[src/rtl/sisc_pkg.sv]
// sisc_pkg
//   Shared definitions for the SISC instruction fetch slice: default bus
//   widths, the default reset program counter and the fetch FSM encoding.
package sisc_pkg;

  localparam int          ADDR_W_DEF   = 16;
  localparam int          DATA_W_DEF   = 32;
  localparam logic [15:0] RESET_PC_DEF = 16'h0000;

  // Fetch sequencer states: waiting to issue, request outstanding, dead cycle after ack
  typedef enum logic [1:0] {
    ST_IDLE = 2'd0,
    ST_REQ  = 2'd1,
    ST_GAP  = 2'd2
  } fetch_state_e;

endpackage

[src/rtl/sisc_ifetch_if.sv]
// sisc_ifetch_if
//   Bundles every handshake of the fetch unit: the instruction memory
//   req/ack read port, the valid/ready instruction port towards the core and
//   the branch redirect input from the control unit.
//   master : the fetch unit (drives mem_req/mem_addr and ir/ir_valid/ir_pc)
//   slave  : the surroundings (memory, core, control unit)
interface sisc_ifetch_if
  import sisc_pkg::*;
#(
  parameter int ADDR_W = ADDR_W_DEF,
  parameter int DATA_W = DATA_W_DEF
);

  logic              fetch_en;
  logic              mem_req;
  logic [ADDR_W-1:0] mem_addr;
  logic              mem_ack;
  logic [DATA_W-1:0] mem_rdata;
  logic [DATA_W-1:0] ir;
  logic              ir_valid;
  logic              ir_ready;
  logic [ADDR_W-1:0] ir_pc;
  logic              br_taken;
  logic [ADDR_W-1:0] br_addr;

  modport master (
    input  fetch_en,
    output mem_req,
    output mem_addr,
    input  mem_ack,
    input  mem_rdata,
    output ir,
    output ir_valid,
    input  ir_ready,
    output ir_pc,
    input  br_taken,
    input  br_addr
  );

  modport slave (
    output fetch_en,
    input  mem_req,
    input  mem_addr,
    output mem_ack,
    output mem_rdata,
    input  ir,
    input  ir_valid,
    output ir_ready,
    input  ir_pc,
    output br_taken,
    output br_addr
  );

endinterface

[src/rtl/sisc_ifetch_buf.sv]
// sisc_ifetch_buf
//   Two-entry FIFO of {pc, instruction word}. Entry 0 is always the head, so
//   the head registers keep their last contents when the FIFO drains.
//   clk, rst_f          : clock, asynchronous active-low reset
//   push, push_pc/word  : write a fetched word
//   pop                 : head consumed (only asserted while count != 0)
//   flush               : discard all entries; wins over push and pop
//   head_pc, head_word  : current head entry
//   count               : number of valid entries (0..2)
module sisc_ifetch_buf
  import sisc_pkg::*;
#(
  parameter int ADDR_W = ADDR_W_DEF,
  parameter int DATA_W = DATA_W_DEF
) (
  input  logic              clk,
  input  logic              rst_f,
  input  logic              push,
  input  logic [ADDR_W-1:0] push_pc,
  input  logic [DATA_W-1:0] push_word,
  input  logic              pop,
  input  logic              flush,
  output logic [ADDR_W-1:0] head_pc,
  output logic [DATA_W-1:0] head_word,
  output logic [1:0]        count
);

  logic [ADDR_W-1:0] pc0, pc1;
  logic [DATA_W-1:0] w0, w1;
  logic [1:0]        cnt;

  // Shift-style FIFO: a pop moves entry 1 into entry 0; a flush only clears
  // the count so the head still shows the last word.
  always_ff @(posedge clk or negedge rst_f) begin
    if (!rst_f) begin
      cnt <= 2'd0;
      pc0 <= '0;
      w0  <= '0;
      pc1 <= '0;
      w1  <= '0;
    end else if (flush) begin
      cnt <= 2'd0;
    end else begin
      case ({push, pop})
        2'b10: begin
          if (cnt == 2'd0) begin
            pc0 <= push_pc;
            w0  <= push_word;
            cnt <= 2'd1;
          end else if (cnt == 2'd1) begin
            pc1 <= push_pc;
            w1  <= push_word;
            cnt <= 2'd2;
          end
        end
        2'b01: begin
          if (cnt == 2'd2) begin
            pc0 <= pc1;
            w0  <= w1;
          end
          if (cnt != 2'd0) begin
            cnt <= cnt - 2'd1;
          end
        end
        2'b11: begin
          if (cnt == 2'd2) begin
            pc0 <= pc1;
            w0  <= w1;
            pc1 <= push_pc;
            w1  <= push_word;
          end else begin
            pc0 <= push_pc;
            w0  <= push_word;
            cnt <= 2'd1;
          end
        end
        default: begin
        end
      endcase
    end
  end

  assign head_pc   = pc0;
  assign head_word = w0;
  assign count     = cnt;

endmodule

[src/rtl/sisc_ifetch.sv]
// sisc_ifetch
//   Instruction fetch unit feeding the SISC core's ir input. Holds the program
//   counter, issues one word read at a time over req/ack, buffers up to two
//   words and hands them to the core over valid/ready. Branch redirects flush
//   the buffer and drop any word whose request predates the redirect.
//   clk   : system clock (rising edge)
//   rst_f : asynchronous active-low reset
//   bus   : sisc_ifetch_if master (memory port, instruction port, redirect)
module sisc_ifetch
  import sisc_pkg::*;
#(
  parameter int                ADDR_W   = ADDR_W_DEF,
  parameter int                DATA_W   = DATA_W_DEF,
  parameter logic [ADDR_W-1:0] RESET_PC = ADDR_W'(RESET_PC_DEF)
) (
  input  logic           clk,
  input  logic           rst_f,
  sisc_ifetch_if.master  bus
);

  fetch_state_e      state;
  logic [ADDR_W-1:0] pc;
  logic              discard;
  logic              req_q;
  logic [ADDR_W-1:0] addr_q;

  logic [1:0]        count;
  logic [ADDR_W-1:0] head_pc;
  logic [DATA_W-1:0] head_word;

  logic              acked;
  logic              push;
  logic              pop;
  logic              can_issue;
  logic [ADDR_W-1:0] target;

  // Only one request is ever outstanding, and none is outstanding outside
  // REQ, so the buffer count alone decides whether a new request fits.
  assign acked     = (state == ST_REQ) && bus.mem_ack;
  assign push      = acked && !discard && !bus.br_taken;
  assign pop       = bus.ir_valid && bus.ir_ready;
  assign can_issue = bus.fetch_en && (count < 2'd2);
  assign target    = bus.br_taken ? bus.br_addr : pc;

  // Fetch sequencer. GAP's single dead cycle also makes the IDLE issue
  // decision, giving back-to-back requests one idle cycle between them.
  always_ff @(posedge clk or negedge rst_f) begin
    if (!rst_f) begin
      state   <= ST_IDLE;
      pc      <= RESET_PC;
      discard <= 1'b0;
      req_q   <= 1'b0;
      addr_q  <= RESET_PC;
    end else begin
      case (state)
        ST_IDLE, ST_GAP: begin
          pc <= target;
          if (can_issue) begin
            state  <= ST_REQ;
            req_q  <= 1'b1;
            addr_q <= target;
          end else begin
            state <= ST_IDLE;
          end
        end
        ST_REQ: begin
          if (bus.mem_ack) begin
            state   <= ST_GAP;
            req_q   <= 1'b0;
            discard <= 1'b0;
            // A discarded request already had pc moved to the redirect target
            if (bus.br_taken) begin
              pc <= bus.br_addr;
            end else if (!discard) begin
              pc <= pc + ADDR_W'(1);
            end
          end else if (bus.br_taken) begin
            discard <= 1'b1;
            pc      <= bus.br_addr;
          end
        end
        default: begin
          state <= ST_IDLE;
          req_q <= 1'b0;
        end
      endcase
    end
  end

  sisc_ifetch_buf #(
    .ADDR_W (ADDR_W),
    .DATA_W (DATA_W)
  ) u_buf (
    .clk       (clk),
    .rst_f     (rst_f),
    .push      (push),
    .push_pc   (addr_q),
    .push_word (bus.mem_rdata),
    .pop       (pop),
    .flush     (bus.br_taken),
    .head_pc   (head_pc),
    .head_word (head_word),
    .count     (count)
  );

  assign bus.mem_req  = req_q;
  assign bus.mem_addr = addr_q;
  assign bus.ir       = head_word;
  assign bus.ir_pc    = head_pc;
  assign bus.ir_valid = (count != 2'd0);

endmodule
[src/flat_wrapper.sv]
// flat-port wrapper written by rule: the top's interface ports become plain ports
module sisc_ifetch_flat import sisc_pkg::*;
#(
  parameter int                ADDR_W   = ADDR_W_DEF,
  parameter int                DATA_W   = DATA_W_DEF,
  parameter logic [ADDR_W-1:0] RESET_PC = ADDR_W'(RESET_PC_DEF)
)
  (clk, rst_f, bus_fetch_en, bus_mem_req, bus_mem_addr, bus_mem_ack, bus_mem_rdata, bus_ir, bus_ir_valid, bus_ir_ready, bus_ir_pc, bus_br_taken, bus_br_addr);
  sisc_ifetch_if #(.ADDR_W(ADDR_W), .DATA_W(DATA_W)) bus_i ();
  input  logic clk;
  input  logic rst_f;
  input wire logic [$bits(bus_i.fetch_en)-1:0] bus_fetch_en;
  output wire logic [$bits(bus_i.mem_req)-1:0] bus_mem_req;
  output wire logic [$bits(bus_i.mem_addr)-1:0] bus_mem_addr;
  input wire logic [$bits(bus_i.mem_ack)-1:0] bus_mem_ack;
  input wire logic [$bits(bus_i.mem_rdata)-1:0] bus_mem_rdata;
  output wire logic [$bits(bus_i.ir)-1:0] bus_ir;
  output wire logic [$bits(bus_i.ir_valid)-1:0] bus_ir_valid;
  input wire logic [$bits(bus_i.ir_ready)-1:0] bus_ir_ready;
  output wire logic [$bits(bus_i.ir_pc)-1:0] bus_ir_pc;
  input wire logic [$bits(bus_i.br_taken)-1:0] bus_br_taken;
  input wire logic [$bits(bus_i.br_addr)-1:0] bus_br_addr;
  assign bus_i.fetch_en = bus_fetch_en;
  assign bus_mem_req = bus_i.mem_req;
  assign bus_mem_addr = bus_i.mem_addr;
  assign bus_i.mem_ack = bus_mem_ack;
  assign bus_i.mem_rdata = bus_mem_rdata;
  assign bus_ir = bus_i.ir;
  assign bus_ir_valid = bus_i.ir_valid;
  assign bus_i.ir_ready = bus_ir_ready;
  assign bus_ir_pc = bus_i.ir_pc;
  assign bus_i.br_taken = bus_br_taken;
  assign bus_i.br_addr = bus_br_addr;
  sisc_ifetch #(.ADDR_W(ADDR_W), .DATA_W(DATA_W), .RESET_PC(RESET_PC)) u_core (.clk(clk), .rst_f(rst_f), .bus(bus_i));
endmodule
[config.mk]
export PLATFORM = sky130hd
export DESIGN_NAME = sisc_ifetch_flat
export DESIGN_NICKNAME = d
export VERILOG_FILES = /design/src/rtl/sisc_pkg.sv /design/src/rtl/sisc_ifetch_if.sv /design/src/rtl/sisc_ifetch_buf.sv /design/src/rtl/sisc_ifetch.sv /design/src/flat_wrapper.sv
export SDC_FILE = /design/constraint.sdc
export NUM_CORES = 1
export LEC_CHECK = 0
export CORE_UTILIZATION = 50
export CTS_BUF_LIST = sky130_fd_sc_hd__clkbuf_16
export DETAILED_ROUTE_END_ITERATION = 10
export GPL_TIMING_DRIVEN = 0
export MAX_ROUTING_LAYER = met4
export PLACE_DENSITY = 0.77
export SLEW_MARGIN = 20
export SYNTH_ARGS = -nofsm -noshare
export SYNTH_HDL_FRONTEND = slang
export SYNTH_SLANG_ARGS = --single-unit
[constraint.sdc]
create_clock -name clk -period 6.4 [get_ports clk]
set_clock_uncertainty 0.15 [all_clocks]
set_input_delay 0.64 -clock clk [delete_from_list [all_inputs] [get_ports clk]]
set_output_delay 0.64 -clock clk [all_outputs]
set_load 0.05 [all_outputs]
# ---- Yosys cells after proc, flatten, opt, wreduce, memory -nomap -nowiden
# Index checks and enable logic that the tools add are counted.
dict set report totals {
  in_bits 54
  ff_bits 134
  wordCells 90
}
dict set report op_classes {
  n_reduce_logical 23
  order_cmp 1
  n_addsub 2
  mux 35
  n_eq_ne 18
  bitwise_logic 1
}
# op count
set ops {}
lappend ops {{$mux W32} 6}
lappend ops {{$mux W16} 10}
lappend ops {{$pmux W32 S3} 1}
lappend ops {{$pmux W16 S2} 2}
lappend ops {{$pmux W32 S2} 1}
lappend ops {{$pmux W16 S3} 1}
lappend ops {{$add A16 B1 Y16 const B} 1}
lappend ops {{$mux W2} 6}
lappend ops {{$ne A2 B2 Y1 const B} 6}
lappend ops {{$eq A2 B2 Y1 const B} 4}
lappend ops {{$ne A4 B4 Y1 const B} 2}
lappend ops {{$reduce_and A2 Y1} 4}
lappend ops {{$reduce_and A4 Y1} 2}
lappend ops {{$reduce_bool A2 Y1} 4}
lappend ops {{$eq A2 B1 Y1 const B} 3}
lappend ops {{$pmux W2 S3} 1}
lappend ops {{$logic_and A1 B1 Y1} 5}
lappend ops {{$mux W1} 5}
lappend ops {{$reduce_and A5 Y1} 1}
lappend ops {{$logic_not A2 Y1} 2}
lappend ops {{$pmux W2 S2} 1}
lappend ops {{$reduce_bool A4 Y1} 1}
lappend ops {{$ne A3 B2 Y1 const B} 1}
lappend ops {{$ne A3 B3 Y1 const B} 1}
lappend ops {{other kinds (8)} 9}

# ---- Logic depth before layout (Yosys ltp)
dict set report depth {
  depth_word 7
  ltp_mapped 12
  mapped_depth_nobuf 9
}

# ---- Hierarchy
# From an unflattened synthesis, not the netlist that was laid out.
dict set report hier_totals {
  cells_unflattened 524
  hier_area_um2 6573.8
}
# mod instances cells_each area_each_um2 seq_area_each_um2
set modules_own_cells {}
lappend modules_own_cells {sisc_ifetch_buf 1 309 4584.4 2452.4}
lappend modules_own_cells {sisc_ifetch 1 215 1989.4 900.9}

# ---- Worst setup path after synthesis
# OpenSTA, ideal clock, no wires.
dict set report synth_timing {
  path_type {in2reg}
  start {input port bus_br_taken}
  end {register u_core.u_buf.pc1[0]}
  arrival_time_ps 2713
  n_path_buf 4
  path_stages 11
  required_time_ps 6122
  setup_ps 128
  slack_ps 3409
  cell_sequence {buf_4 and4bb_2 buf_2 nand2b_1 inv_1 ha_1 mux2i_1 a211oi_2 buf_4 buf_6 mux2_1}
}
dict set report synth_via {
  elab_chain_cells 5
}
# element line_no
set synth_rtl {}
lappend synth_rtl {{start: declaration} flat_wrapper.sv:21} ;# input wire logic [$bits(bus_i.br_taken)-1:0] bus_br_taken;
lappend synth_rtl {{$logic_not A1 Y1} sisc_ifetch.sv:40} ;# assign push = acked && !discard && !bus.br_taken;
lappend synth_rtl {{$logic_and A1 B1 Y1} sisc_ifetch.sv:40}
lappend synth_rtl {{$eq A2 B2 Y1} sisc_ifetch_buf.sv:44} ;# case ({push, pop})
lappend synth_rtl {{$ne A2 B2 Y1 (no source line) or $reduce_bool A2 Y1 (tied branches)} --}
lappend synth_rtl {{$reduce_and A5 Y1 (no source line)} --}
lappend synth_rtl {{end signal: assignment} sisc_ifetch_buf.sv:51} ;# pc1 <= push_pc;
lappend synth_rtl {{end signal: assignment} sisc_ifetch_buf.sv:69} ;# pc1 <= push_pc;
lappend synth_rtl {{end: declaration} sisc_ifetch_buf.sv:28} ;# logic [ADDR_W-1:0] pc0, pc1;
# Several ways; a longest one is shown, not always the timed one.
# A chain may end at the register's enable or synchronous reset.

# ---- Final worst setup path
dict set report layout_timing {
  start {input port bus_mem_ack}
  end {register u_core.u_buf.w0[18], in the netlist u_core.u_buf.head_word[18]}
}
dict set report layout_via {
  elab_chain_cells 6
}
# element line_no
set layout_rtl {}
lappend layout_rtl {{start: declaration} flat_wrapper.sv:15} ;# input wire logic [$bits(bus_i.mem_ack)-1:0] bus_mem_ack;
lappend layout_rtl {{$logic_and A1 B1 Y1 (*)} sisc_ifetch.sv:39} ;# assign acked = (state == ST_REQ) && bus.mem_ack;
lappend layout_rtl {{$logic_and A1 B1 Y1 (*) (2 in series)} sisc_ifetch.sv:40}
lappend layout_rtl {{$eq A2 B1 Y1 or $eq A2 B2 Y1 (tied branches)} sisc_ifetch_buf.sv:44}
lappend layout_rtl {{$ne A2 B2 Y1 (no source line) or $reduce_bool A3 Y1 (tied branches)} --}
lappend layout_rtl {{$reduce_and A4 Y1 (no source line)} --}
lappend layout_rtl {{end signal: assignment} sisc_ifetch_buf.sv:48} ;# w0 <= push_word;
lappend layout_rtl {{end signal: assignment} sisc_ifetch_buf.sv:59} ;# w0 <= w1;
lappend layout_rtl {{end signal: assignment} sisc_ifetch_buf.sv:68} ;# w0 <= w1;
lappend layout_rtl {{end: declaration} sisc_ifetch_buf.sv:29} ;# logic [DATA_W-1:0] w0, w1;
# Mark *: on every way between the ends. The rest lies on a longest branch, timed or not.

==> impl_metrics.py <==
metrics = {
    "route": {
        "first_pass_iters": 5,
        "dr_total_vias": 5136,
        "routed_via_density": 5.86,
        "drt-initial-drc-count": 409,
        "routed_wl_um": 15800,
        "antenna_left": 0,
        "wl_per_cell_um": 18.0,
        "post-route-drc-count": 0,
    },
    "final_layout": {
        "fin_nets": 779,
        "layout_commonest_cell": "dfrtp_1",
        "antenna_cells": 0,
        "area_growth_pct": 31.1,
        "utilization_pct": 67.5,
        "drive_above_1_share_pct": 11.6,
        "final_cell_mix": "134 x dfrtp_1, 117 x clkdlybuf4s50_1, 67 x nand2_1",
    },
    "logic_synthesis": {
        "synthXorXnorAreaFrac_pct": 0,
        "ys_seq_area_share_pct": 54.2,
        "synth_fa_ha_area_share_pct": 1.62,
        "synth_nets": 641,
        "ys_ff_latch": 134,
        "yosysTopAreaCellShare_pct": 54.2,
        "synth-simple-area-share_pct": 11.4,
        "avgSynthCellArea_um2": 10.7,
        "async_reset_ff_share_pct": 100,
        "yosysWarnings": 0,
        "synth_top_family_by_area": "compound AO/OA/AOI/OAI gates",
        "synth_area_leaders": "dfrtp_1 54%, a22oi_1 5.8%, o21ai_0 5.1%",
        "synthCells": 579,
        "synth_flop_cell": "dfrtp_1",
        "yosys.cell_types.count": 50,
        "muxShareOfSynthArea_pct": 10.5,
        "synth_edf_count": 0,
        "synth_compound_area_share_pct": 17.9,
        "syn-cell-area_um2": 6180,
        "yosysTopAreaCell": "dfrtp_1",
    },
    "sta": {
        "finalMaxSlewViolations": 0,
        "period_share_pct": 54.0,
        "clock.fmax_mhz": 290,
        "hold_viol_final": 4,
        "tightest_slew_ps": 550,
        "setup_slack_ps": 2950,
        "hold_slack_ps": -6.08,
        "post-route-min-period_ps": 3450,
        "setup_viol_count_final": 0,
        "rsz0062_at_grt": "no",
        "max-slew-margin-rel_pct": 63.2,
    },
    "worst_setup_path": {
        "path_class": "in2reg",
        "worstPathCellList": "clkdlybuf4s50_1 > and4bb_2 > buf_2 > nand2b_1 > inv_1 > ha_1 > inv_1 > o21ai_1 > clkbuf_1 > buf_2 > a22oi_1 > o21ai_0",
        "start_kind": "primary input",
        "critPathRequiredTime_ps": 6580,
        "worstPathArrival_ps": 3630,
        "rrSetupSlack_ps": 3170,
        "max_stage_delay_ps": 540,
        "slowest_stage": "clkdlybuf4s50_1",
        "end_kind": "flop",
        "path_max_fanout": 10,
    },
    "cts": {
        "cts_hold_buffers": 0,
        "clk_latency_ps": 420,
        "cts_made_buffers": 17,
        "clkSlewWorstSetupHoldPaths_ps": 50,
        "ctsResizeCount": 0,
        "clock_path_buffers": 2,
        "cts_tree": "done",
        "cts_setup_buffers": 0,
        "cts_max_level": 4,
        "clockRootBuffer": "clkbuf_16",
        "clock_sink_count": 134,
    },
    "power_and_ir_drop": {
        "power.density_nw_per_um2": 492,
        "leakagePower_uw": 0.00362,
        "ir_worst_vdd_uv": 205,
    },
    "grt": {
        "grt_max_degree": 73,
        "grt_overflow": 0,
        "antenna_found_initial": 0,
        "grt_pass1_vias": 5275,
        "grt_use_total_pct": 27.1,
        "grt_pass1_wl_um": 26200,
    },
    "worst_hold_path": {
        "holdCritPathClass": "in2async",
    },
    "flow_run": {
        "drv_cap": 0,
    },
    "die": {
        "floorplan.initialDensity_pct": 51.5,
        "ios": 120,
        "die_h_um": 113,
        "dieArea_um2": 12800,
        "row_count": 40,
        "core_um2": 12000,
        "die_width_um": 113,
    },
    "place": {
        "post-dp-hpwl_um": 11200,
        "portBuffers": 118,
        "finalWeightedCongestion": 0.900,
        "dp_worst_setup_slack_ps": 2560,
    },
    "run_status": {
        "failed_checks": "hold timing",
        "outcome": "finished with violations",
    },
}
[layer usage]
metal / wire [um] / part of all wire (%) / up-vias / GRT usage, %
met1: 6870 / 43 / 2545 / 34.3
met3: 945 / 6.0 / 21 / 5.25
met5: 0 / 0 / - / -
met4: 247 / 1.6 / 0 / 10.6
met2: 7740 / 49 / 200 / 43.3
li1: - / - / 2370 / -
[synth_stat cells (6+ instances only)]
master	n
buf_2	16
nand4_1	7
a31oi_1	6
mux2_2	28
nor2b_1	7
o21ai_0	63
mux2i_1	11
nand3_1	10
nor2_1	23
a22oi_1	48
nand2_1	67
nand2b_1	7
inv_1	11
a21oi_1	28
mux2_1	20
ha_1	8
dfrtp_1	134
clkbuf_1	19
[path summary, 6_finish.rpt]
kind                                                 start                          to  cells after the start
worst max-delay path                           bus_mem_ack  u_core.u_buf.head_word[18]                     12
worst min-delay path                                 rst_f         u_core.u_buf.w1[20]                      1
worst max register to register             u_core.state[1]  u_core.u_buf.head_word[18]                     12
worst min register to register  u_core.u_buf.head_word[20]  u_core.u_buf.head_word[20]                      2
max in group asynchronous                            rst_f                u_core.pc[5]                      2
min in group clk                u_core.u_buf.head_word[20]  u_core.u_buf.head_word[20]                      2
[power by group]
part | internal, uW | switching (uW) | leakage, uW | total, uW
Sequential | 1210 | 235 | 0.00164 | 1450
Clock | 520 | 355 | 0.000268 | 875
Combinational | 602 | 1060 | 0.00171 | 1660
Total | 2330 | 1650 | 0.00362 | 3980
[through the flow]
step	instances	cell area [um^2]	power, uW	setup TNS (ps)
6_report	877	8110	3980	0
2_1_floorplan	579	6180	2500	0
3_5_place_dp	845	7580	3120	0
3_3_place_gp	844	7550	3060	-78300
4_1_cts	877	8110	4000	0
5_1_grt	877	8110	4180	0
[kinds of logic after synthesis]
group                    count (synthesis)
AO/OA/AOI/OAI                          177
flip-flops                             134
AND/OR/NAND/NOR                        145
buffers and inverters                   56
adder cells (fa/ha/maj)                  8
multiplexers                            59
[registers in the layout (all words and copies together), names as in the netlist]
| signal | flops |
|---|---|
| u_core.state | 2 |
| u_core.bus.mem_addr | 16 |
| u_core.u_buf.head_pc | 16 |
| u_core.u_buf.count | 2 |
| u_core.pc | 16 |
| u_core.discard | 1 |
| u_core.u_buf.w1 | 32 |
| u_core.u_buf.head_word | 32 |
| u_core.u_buf.pc1 | 16 |
| u_core.bus.mem_req | 1 |
[final cells by class]
cell class	count	area [um^2]
plain buffers	45	225
clock buffers	17	425
clock inverters	15	100
fillers	949	3910
inverters	11	41.3
multi-input cells	389	2560
flip-flops and latches	134	3350
well taps	147	184
repair buffers	119	1210
[critical path: cells and delay by family]
family	cells	cell delay, ps
buffers and inverters	6	1690
AND/OR/NAND/NOR	2	490
AO/OA/AOI/OAI	3	520
adder cells (fa/ha/maj)	1	280
Power figures use the tool's default switching activity.
==> patch, RTL diff (same settings) <==
Re-encode `fetch_state_e` (3 states) as one-hot, 3 bits wide.
--- a/src/rtl/sisc_pkg.sv
+++ b/src/rtl/sisc_pkg.sv
@@ -10,6 +10,6 @@
   // Fetch sequencer states: waiting to issue, request outstanding, dead cycle after ack
-  typedef enum logic [1:0] {
-    ST_IDLE = 2'd0,
-    ST_REQ  = 2'd1,
-    ST_GAP  = 2'd2
+  typedef enum logic [2:0] {
+    ST_IDLE = 3'b001,
+    ST_REQ  = 3'b010,
+    ST_GAP  = 3'b100
   } fetch_state_e;
Check against the original RTL: same outputs for any inputs over 4 cycles, from zero or initial values and one cycle with rst_f low; so few cycles prove little.
==> patch against the unedited design <==
  * Synthesized cell count rose by 0.52%
  * Wire length up 0.44%
  * Final cell count increased by 0.23%
  * Sequential share of layout area rose by 0.27 points
  * Fmax decreased by 20%
  * First-iteration DRC count fell by 4.9%
  * Synthesized area is 0.16% lower
  * Sequential cell count increased by 1
  * Final area is 0.12% higher
  * Setup slack got worse by 840 ps
  * Total power up 9.0%
  * Critical endpoint is now u_core.u_buf.w1[25]
  * Largest cell class unchanged
==> patch: results (changes against the unedited design) <==
| Metric | Value |
|---|---|
| #MultiIn Comb | 397 (was 389) |
| Leakage | 3.65 nW (was 3.62 nW) |
| CP arrival | 4450 ps (was 3630 ps) |
| Compound-Gate Fraction of Synth Area | 16.7% (was 17.9%) |
| Flip-flop and latch count | 135 (was 134) |
| Yosys cell types | 52 (was 50) |
| Via Count | 5126 (was 5136) |
| Clock network power share | 20.4% (was 22.0%) |
| R2R Setup Slk | 2620 ps (was 3170 ps) |
| Critical Path End | u_core.u_buf.w1[25] (was u_core.u_buf.head_word[18]) |
| Buffers excl. clock | 157 (was 164) |
| Sequential area share after synthesis | 54.8% (was 54.2%) |
| Dominant cells by area after synthesis | dfrtp_1 (54%), mux2_2 (8.9%), a22oi_1 (5.8%) (was dfrtp_1 (54%), a22oi_1 (5.8%), o21ai_0 (5.1%)) |
| Register-to-Register Path Depth | 9 (was 12) |
| Worst Setup SP | bus_br_taken (was bus_mem_ack) |
| NumNets Final | 784 (was 779) |
| Combinational power | 1.94 mW (was 1.66 mW) |
| Dpl hpwl | 11400 um (was 11200 um) |
| Inverters, non-clock | 14 (was 11) |
| Clock network area share | 6.48% (about the same) |
| Rel. slew slack | 36.3% (was 63.2%) |
| Post-Synth XOR/XNOR Area | 0.142% (was 0%) |
| Syn nets | 644 (was 641) |
| Hold Path Class | reg2reg (was in2async) |
| Worst R2R End | u_core.u_buf.w1[25] (was u_core.u_buf.head_word[18]) |
| Total GRT Usage | 27.1% (about the same) |
| Cts hold-fix bufs | 1 (was 0) |
| Status | finished, final reports clean (was finished with violations) |
| Net Sw Power | 1.86 mW (was 1.65 mW) |
| Max VDD drop | 0.000230 V (was 0.000205 V) |
| R2r startpoint | u_core.state[2] (was u_core.state[1]) |
| Multiplexer share of the synthesized area | 10.4% (was 10.5%) |
| First-pass GRT wire length | 25800 um (was 26200 um) |
| Adder-Cell Fraction of Synth Area | 1.62% (about the same) |
| Seq area share | 41.6% (was 41.4%) |
patch: changes by cell type in the layout (fill, tap and decap cells not counted), sizes merged, moves of 4 or more:
cell	delta
inv	+4
nand2	+4
o21ai	-9
buf	-20
and3	-4
clkbuf	+11
nor2	+10
patch: stage by stage:
stage / hold WS [ps] / total power, mW / setup slack, ps / std cells / setup TNS, ps
after global routing: 346 / 4.56 / 1880 / 879 / 0
after CTS: 332 / 4.35 / 2140 / 879 / 0
after floorplan: 194 / 2.75 / 3050 / 582 / 0
final: 326 / 4.34 / 2100 / 879 / 0
after detailed placement: 320 / 3.46 / 1730 / 849 / 0
after global placement: 310 / 3.39 / -671 / 848 / -88450
patch: routing by layer:
metal	global-route usage, %	wire (um)	vias up	part of all wire [%]
met5	-	0	-	0
met4	11.1	383	0	2.4
met3	4.98	903	27	5.7
met2	43.1	7660	185	48
met1	34.6	6930	2526	44
li1	-	-	2388	-
